--- src/rtl/axis_rr_packet_arbiter_if.sv ---
// axis_rr_packet_arbiter_if: N slave AXI-Stream ports and one master port shared by the arbiter.
// slave is the arbiter's view; master is the view of whatever drives the producers and the sink.
interface axis_rr_packet_arbiter_if #(
    parameter int NUM_REQ    = 4,
    parameter int DATA_WIDTH = 64,
    parameter int ID_WIDTH   = $clog2(NUM_REQ)
);
    logic [NUM_REQ*DATA_WIDTH-1:0] s_axis_tdata;
    logic [NUM_REQ-1:0]            s_axis_tvalid;
    logic [NUM_REQ-1:0]            s_axis_tlast;
    logic [NUM_REQ-1:0]            s_axis_tready;
    logic [DATA_WIDTH-1:0]         m_axis_tdata;
    logic                          m_axis_tvalid;
    logic                          m_axis_tlast;
    logic [ID_WIDTH-1:0]           m_axis_tid;
    logic                          m_axis_tready;

    modport slave (
        input  s_axis_tdata, s_axis_tvalid, s_axis_tlast, m_axis_tready,
        output s_axis_tready, m_axis_tdata, m_axis_tvalid, m_axis_tlast, m_axis_tid
    );

    modport master (
        output s_axis_tdata, s_axis_tvalid, s_axis_tlast, m_axis_tready,
        input  s_axis_tready, m_axis_tdata, m_axis_tvalid, m_axis_tlast, m_axis_tid
    );
endinterface

--- src/rtl/axis_rr_packet_arbiter.sv ---
// axis_rr_packet_arbiter: round-robin N:1 AXI-Stream arbiter that holds each grant until tlast.
// Forwarding is purely combinational while LOCKED; one IDLE cycle separates packets.
module axis_rr_packet_arbiter #(
    parameter int  NUM_REQ    = 4,
    parameter int  DATA_WIDTH = 64,
    localparam int ID_WIDTH   = $clog2(NUM_REQ)
) (
    input  logic                   aclk,
    input  logic                   areset,
    axis_rr_packet_arbiter_if.slave axis,
    output logic                   grant_active,
    output logic [ID_WIDTH-1:0]    grant_idx
);
    typedef enum logic {IDLE, LOCKED} state_t;

    state_t              state_q, state_d;
    logic [ID_WIDTH-1:0] grant_q, grant_d;
    logic [ID_WIDTH-1:0] rr_q, rr_d;
    logic [ID_WIDTH-1:0] pick;
    logic                found;
    logic                locked;
    logic                pkt_end;

    assign locked       = (state_q == LOCKED);
    assign grant_active = locked;
    assign grant_idx    = grant_q;

    assign axis.m_axis_tdata  = axis.s_axis_tdata[int'(grant_q)*DATA_WIDTH +: DATA_WIDTH];
    assign axis.m_axis_tvalid = locked & axis.s_axis_tvalid[grant_q];
    assign axis.m_axis_tlast  = locked & axis.s_axis_tlast[grant_q];
    assign axis.m_axis_tid    = grant_q;
    assign axis.s_axis_tready = locked ? (NUM_REQ'(axis.m_axis_tready) << grant_q) : '0;
    assign pkt_end            = axis.m_axis_tvalid & axis.m_axis_tready & axis.m_axis_tlast;

    // first valid requester searching cyclically from rr_q
    always_comb begin
        pick  = rr_q;
        found = 1'b0;
        for (int k = 0; k < NUM_REQ; k++) begin
            if (!found && axis.s_axis_tvalid[(int'(rr_q) + k) % NUM_REQ]) begin
                pick  = ID_WIDTH'((int'(rr_q) + k) % NUM_REQ);
                found = 1'b1;
            end
        end
    end

    always_comb begin
        state_d = state_q;
        grant_d = grant_q;
        rr_d    = rr_q;
        if (!locked && found) begin
            state_d = LOCKED;
            grant_d = pick;
        end
        if (locked && pkt_end) begin
            state_d = IDLE;
            rr_d    = (grant_q == ID_WIDTH'(NUM_REQ - 1)) ? '0 : grant_q + 1'b1;
        end
    end

    always_ff @(posedge aclk or negedge areset) begin
        if (!areset) begin
            state_q <= IDLE;
            grant_q <= '0;
            rr_q    <= '0;
        end else begin
            state_q <= state_d;
            grant_q <= grant_d;
            rr_q    <= rr_d;
        end
    end
endmodule

--- src/flat_wrapper.sv ---
// flat-port wrapper written by rule: the top's interface ports become plain ports
module axis_rr_packet_arbiter_flat 
#(
    parameter int  NUM_REQ    = 4,
    parameter int  DATA_WIDTH = 64,
    localparam int ID_WIDTH   = $clog2(NUM_REQ)
)
  (aclk, areset, grant_active, grant_idx, axis_s_axis_tdata, axis_s_axis_tvalid, axis_s_axis_tlast, axis_m_axis_tready, axis_s_axis_tready, axis_m_axis_tdata, axis_m_axis_tvalid, axis_m_axis_tlast, axis_m_axis_tid);
  axis_rr_packet_arbiter_if #(.NUM_REQ(NUM_REQ), .DATA_WIDTH(DATA_WIDTH)) axis_i ();
  input  logic aclk;
  input  logic areset;
  output logic grant_active;
  output logic [ID_WIDTH-1:0] grant_idx;
  input wire logic [$bits(axis_i.s_axis_tdata)-1:0] axis_s_axis_tdata;
  input wire logic [$bits(axis_i.s_axis_tvalid)-1:0] axis_s_axis_tvalid;
  input wire logic [$bits(axis_i.s_axis_tlast)-1:0] axis_s_axis_tlast;
  input wire logic [$bits(axis_i.m_axis_tready)-1:0] axis_m_axis_tready;
  output wire logic [$bits(axis_i.s_axis_tready)-1:0] axis_s_axis_tready;
  output wire logic [$bits(axis_i.m_axis_tdata)-1:0] axis_m_axis_tdata;
  output wire logic [$bits(axis_i.m_axis_tvalid)-1:0] axis_m_axis_tvalid;
  output wire logic [$bits(axis_i.m_axis_tlast)-1:0] axis_m_axis_tlast;
  output wire logic [$bits(axis_i.m_axis_tid)-1:0] axis_m_axis_tid;
  assign axis_i.s_axis_tdata = axis_s_axis_tdata;
  assign axis_i.s_axis_tvalid = axis_s_axis_tvalid;
  assign axis_i.s_axis_tlast = axis_s_axis_tlast;
  assign axis_i.m_axis_tready = axis_m_axis_tready;
  assign axis_s_axis_tready = axis_i.s_axis_tready;
  assign axis_m_axis_tdata = axis_i.m_axis_tdata;
  assign axis_m_axis_tvalid = axis_i.m_axis_tvalid;
  assign axis_m_axis_tlast = axis_i.m_axis_tlast;
  assign axis_m_axis_tid = axis_i.m_axis_tid;
  axis_rr_packet_arbiter #(.NUM_REQ(NUM_REQ), .DATA_WIDTH(DATA_WIDTH)) u_core (.aclk(aclk), .areset(areset), .axis(axis_i), .grant_active(grant_active), .grant_idx(grant_idx));
endmodule
--- config.mk ---
export PLATFORM = sky130hd
export DESIGN_NAME = axis_rr_packet_arbiter_flat
export DESIGN_NICKNAME = d
export VERILOG_FILES = /design/src/rtl/axis_rr_packet_arbiter_if.sv /design/src/rtl/axis_rr_packet_arbiter.sv /design/src/flat_wrapper.sv
export SDC_FILE = /design/constraint.sdc
export NUM_CORES = 1
export LEC_CHECK = 0
export CORE_AREA = 2 2 133 135
export CTS_CLUSTER_SIZE = 14
export DETAILED_ROUTE_END_ITERATION = 16
export DIE_AREA = 0 0 135 137
export GPL_TIMING_DRIVEN = 0
export PLACE_DENSITY_LB_ADDON = 0.2
export SYNTH_ARGS = -nofsm -noshare
export SYNTH_HDL_FRONTEND = slang
export SYNTH_SLANG_ARGS = --single-unit
--- constraint.sdc ---
create_clock -name aclk -period 2.5 [get_ports aclk]
set_clock_uncertainty 0.15 [all_clocks]
set_input_delay 0.5 -clock aclk [delete_from_list [all_inputs] [get_ports aclk]]
set_output_delay 0.5 -clock aclk [all_outputs]
set_load 0.05 [all_outputs]
Word-level counts from Yosys, hierarchy flattened
Cells that the tools add are included.

Bits in read-only memories: 0. Output and inout bits: 75. Bits in registers: 5. Memories kept: 0. Latch bits: 0. Word-level logic and storage cells: 61. Bits of input ports: 267. Memory bits (writable): 0.

Reduce and logical (&&, ||, !) cells: 13. Muxes and demuxes: 26. Eq/ne operators: 1. Bitwise logic cells: 7. Shift operators: 2. Magnitude comparators: 5. Add/subtract/negate cells: 4. Divide/modulo/power cells: 0. $mul: 0.

Operators by type and width (count): 256-bit by 9-bit variable part select with 64-bit output (1); 1-bit two-way mux (15); 1-bit binary-select mux with 2-bit select (6); 3-bit by 4-bit less-than comparator with 1-bit output, second input constant (3); 2-bit two-way mux (4); 2-bit by 3-bit less-than comparator with 1-bit output, second input constant (2); 2-bit OR reduction (3); 1-bit logical AND (5); 2-bit by 1-bit adder with 2-bit output, second input constant (2); 2-bit adder, second input constant (2); 1-bit bitwise AND (4); 1-bit logical NOT (4); 4-bit two-way mux (1); 1-bit by 2-bit left shift with 4-bit output (1); 1-bit bitwise AND, first input constant (3); 2-bit equality test, second input constant (1); 2-bit nonzero test (1).

Longest topological paths before layout
Word-level depth: 17. Gate-level depth with buffers: 5. Gate-level depth less buffers: 4.

Least setup slack after synthesis
No wires, ideal clock.

Kind: flip-flop to output port. Start: register u_core.grant_q[1] (netlist: u_core.axis.m_axis_tid[1]). End: output axis_s_axis_tready[2]. Data arrival time: 2.458 ns. Buffers on the path: 3. Setup slack: -0.608 ns. Data required time: 1.850 ns. Stages on the path, launching flop included: 6. Cell sequence: dfrtp_1 -> buf_2 -> buf_2 -> buf_2 -> inv_1 -> nor3_1.

Longest elaborated chain between the ends: 2.

RTL lines: start: declaration (line axis_rr_packet_arbiter.sv:17) `logic [ID_WIDTH-1:0] grant_q, grant_d;`; start signal: assignment (line axis_rr_packet_arbiter.sv:68) `grant_q <= grant_d;`; 1-bit by 2-bit left shift with 4-bit output (line axis_rr_packet_arbiter.sv:32) `assign axis.s_axis_tready = locked ? (NUM_REQ'(axis.m_axis_tready) << grant_q) : '0;`; 4-bit two-way mux (line axis_rr_packet_arbiter.sv:32); end: declaration (line flat_wrapper.sv:18) `output wire logic [$bits(axis_i.s_axis_tready)-1:0] axis_s_axis_tready;`.

Every way passes these cells.

Worst setup path after layout
Start: register u_core.grant_q[0] (netlist: u_core.axis.m_axis_tid[0]). End: output axis_m_axis_tdata[54].

Longest elaborated chain between the ends: 1.

RTL lines: 256-bit by 9-bit variable part select with 64-bit output (line axis_rr_packet_arbiter.sv:28) `assign axis.m_axis_tdata = axis.s_axis_tdata[int'(grant_q)*DATA_WIDTH +: DATA_WIDTH];`; end: declaration (line flat_wrapper.sv:19) `output wire logic [$bits(axis_i.m_axis_tdata)-1:0] axis_m_axis_tdata;`.

Every way passes these cells.

==> impl_metrics.json <==
{
  "dp_hpwl_mm": 11.9,
  "period_needed_ns": 2.45,
  "start_kind": "flip-flop",
  "viasPerCell": 4.08,
  "postLayoutCellArea_sq_um": 5620,
  "slew_violations": 0,
  "total_leakage_power_nw": 2.09,
  "maxCapViolCount": 0,
  "finalCritPeriodShare_pct": 98.1,
  "clkPwrFrac_pct": 4.5,
  "pre_cts_ws_ns": -0.613,
  "combPwrFrac_pct": 92.6,
  "slew-limit-headroom_pct": 61.0,
  "crit-reg2reg-launch": "u_core.axis.m_axis_tid[0]",
  "async_reset_ff_share_pct": 100,
  "rsz0062_at_grt": "true",
  "core_sq_um": 17100,
  "path_cells": "buf_12 > buf_16 > mux4_2 > clkdlybuf4s15_2",
  "synth.distinct_cells": 24,
  "final_nets": 745,
  "setup_viol": 0,
  "port_buffers": 341,
  "p_sw_share_pct": 57.7,
  "tightestPinTransition_ns": 0.580,
  "synth_area_per_cell_sq_um": 15.4,
  "cts_tree": "done",
  "grt_max_degree": 11,
  "wire_per_inst_um": 19.2,
  "cts_max_level": 1,
  "p_int_mw": 2.44,
  "rows": 48,
  "netlist_area_sq_um": 1940,
  "drive_gt1_share_pct": 34.9,
  "p_sw_mw": 3.32,
  "reg2regPathDepth": 5,
  "n_antenna_cell": 0,
  "grt_pass1_vias": 3122,
  "drc": 0,
  "ant_nets": 0,
  "die_h_um": 137,
  "ys_warn_count": 0,
  "crit_type": "reg2out",
  "grt_usage_pct": 13.0,
  "arrival_ns": 1.80,
  "clk_latency_ns": 0.23,
  "postRouteWirelength_mm": 13.5,
  "r2r_slack_ns": 0.55,
  "cts_made_buffers": 3,
  "antenna_found_initial": 0,
  "max_freq_mhz": 408,
  "pin_count": 342,
  "num_vias": 2861,
  "synth-edff-count": 0,
  "ir_drop_mv": 0.442,
  "hold_viol": 0,
  "critPathCaptureType": "output pin",
  "layout.cells.non_filler": 701,
  "place_area_sq_um": 5650,
  "cp_top_family": "buffers and inverters",
  "chipWidth_um": 135,
  "gp_congestion": 0.784,
  "firstDrtPassIters": 4,
  "power.total_mw": 5.76,
  "grt_overflow_total": 0,
  "seq_power_share_pct": 2.8,
  "critPathMaxFanout": 9,
  "yosysSeqAreaShare_pct": 6.45,
  "grt_pass1_wl_mm": 18.2,
  "clock_sinks": 5,
  "max_stage_delay_ns": 0.51,
  "hp-class": "in2async",
  "power_density_nw_per_um2": 1030,
  "die_area_sq_um": 18500,
  "worstPathRequired_ns": 1.85,
  "path_clk_slew_ns": 0.03,
  "cp.buffers_inverters": 3,
  "clockBufferDepth": 2,
  "dpl.cell_count": 692,
  "setup_ws_ns": 0.0480,
  "drt-initial-drc-count": 52,
  "critPathSlowestCell": "mux4_2",
  "timing.critical_path.from": "u_core.axis.m_axis_tid[0]",
  "syn_nets": 394,
  "root_buffer": "clkbuf_16",
  "start_util_pct": 11.4,
  "synth_top_flop_cell": "dfrtp_1",
  "rr_endpoint": "u_core.rr_q[1]",
  "syn-instance-count": 126,
  "ys_ff_latch": 5,
  "outcome": "completed",
  "syn2layout_area_growth_pct": 189
}
## layout make-up
cell class	count	area (sq um)
Buffer	19	198
Multi-Input combinational cell	98	1700
Timing Repair Buffer	346	3220
Inverter	4	15.0
Fill cell	1734	11400
Tap cell	225	282
Clock buffer	4	78.8
Sequential cell	5	126
## flip-flops by register name, indices dropped and copies added, names as in the netlist
signal	cells
u_core.grant_active	1
u_core.rr_q	2
u_core.axis.m_axis_tid	2
## worst max path at each step
stage / endpoint / slack [ns] / depth (start not counted)
2_1_floorplan: axis_s_axis_tready[3] / -0.21 / 5
3_3_place_gp: axis_s_axis_tready[2] / -0.60 / 6
3_5_place_dp: axis_s_axis_tready[2] / -0.61 / 6
4_1_cts: axis_m_axis_tdata[26] / 0.0002 / 5
5_1_grt: axis_m_axis_tdata[17] / -0.03 / 5
6_report: axis_m_axis_tdata[54] / 0.05 / 4
## through the flow
| step | TNS, ns | utilization, % | hold slack [ns] |
|---|---|---|---|
| floorplan | -0.406 | - | 0.0544 |
| CTS | 0 | 32.7 | 0.359 |
| detailed placement | -31.98 | 33.1 | 0.400 |
| global placement | -31.42 | 33.1 | 0.368 |
| finish | 0 | 32.9 | 0.354 |
| global route | -0.171 | 32.9 | 0.362 |
## cells by family after synthesis
| family | synth area share (%) |
|---|---|
| flip-flops | 6.45 |
| adder cells (fa/ha/maj) | 0.645 |
| multiplexers | 77.2 |
| AO/OA/AOI/OAI | 4.32 |
| buffers and inverters | 6.64 |
| AND/OR/NAND/NOR | 4.77 |
## synth_stat cells (all sizes together), types with 2 or more instances
cell type  number  share of area (%)
and2            2               0.64
clkbuf          4               0.77
o31ai           2               0.77
buf            15                5.1
dfrtp           5                6.4
o221ai          2               0.90
nand2           3               0.58
a21oi           4                1.0
o21ai           3               0.77
nor2b           2               0.64
nor2            4               0.77
nor3            2               0.52
inv             4               0.77
mux4           66                 77
## power by group through the flow
stage | combinational, mW | sequential (mW) | clock, mW
6_report | 5.33 | 0.162 | 0.262
5_1_grt | 5.60 | 0.169 | 0.273
4_1_cts | 5.33 | 0.161 | 0.267
3_5_place_dp | 5.54 | 0.164 | 0
3_3_place_gp | 5.53 | 0.160 | 0
2_1_floorplan | 3.62 | 0.216 | 0
## cells in the final DEF, fill, tap and decap left out, types with 2 or more instances in the layout
| cell type | count |
|---|---|
| clkdlybuf4s50_1 | 267 |
| mux4_2 | 66 |
| buf_2 | 50 |
| buf_4 | 14 |
| buf_6 | 14 |
| clkdlybuf4s15_2 | 7 |
| inv_1 | 4 |
| nor2_1 | 4 |
| a21oi_1 | 4 |
| clkbuf_16 | 4 |
| dlygate4sd2_1 | 4 |
| dfrtp_1 | 4 |
| clkbuf_2 | 3 |
| nand2_1 | 3 |
| o21ai_0 | 3 |
| buf_12 | 2 |
| clkbuf_1 | 2 |
| nor3_2 | 2 |
| and2_1 | 2 |
| nor2b_1 | 2 |
| o221ai_1 | 2 |
| o31ai_1 | 2 |
## what timing repair did
action / 4_1_cts / 5_1_grt
setup buffers: 2 / 2
endpoints found under the setup margin: 70 / 31
gates resized for setup: 373 / 14
hold buffers: 0 / 0
gates cloned: 0 / 1
## per-layer routing
metal | vias up | wire [um] | track usage (%)
met5 | - | 0 | 0
met4 | 0 | 143 | 2.26
met3 | 12 | 1160 | 2.52
met2 | 194 | 7260 | 25.0
met1 | 1366 | 4910 | 15.1
li1 | 1289 | - | -
(Power assumes the default switching activity.)
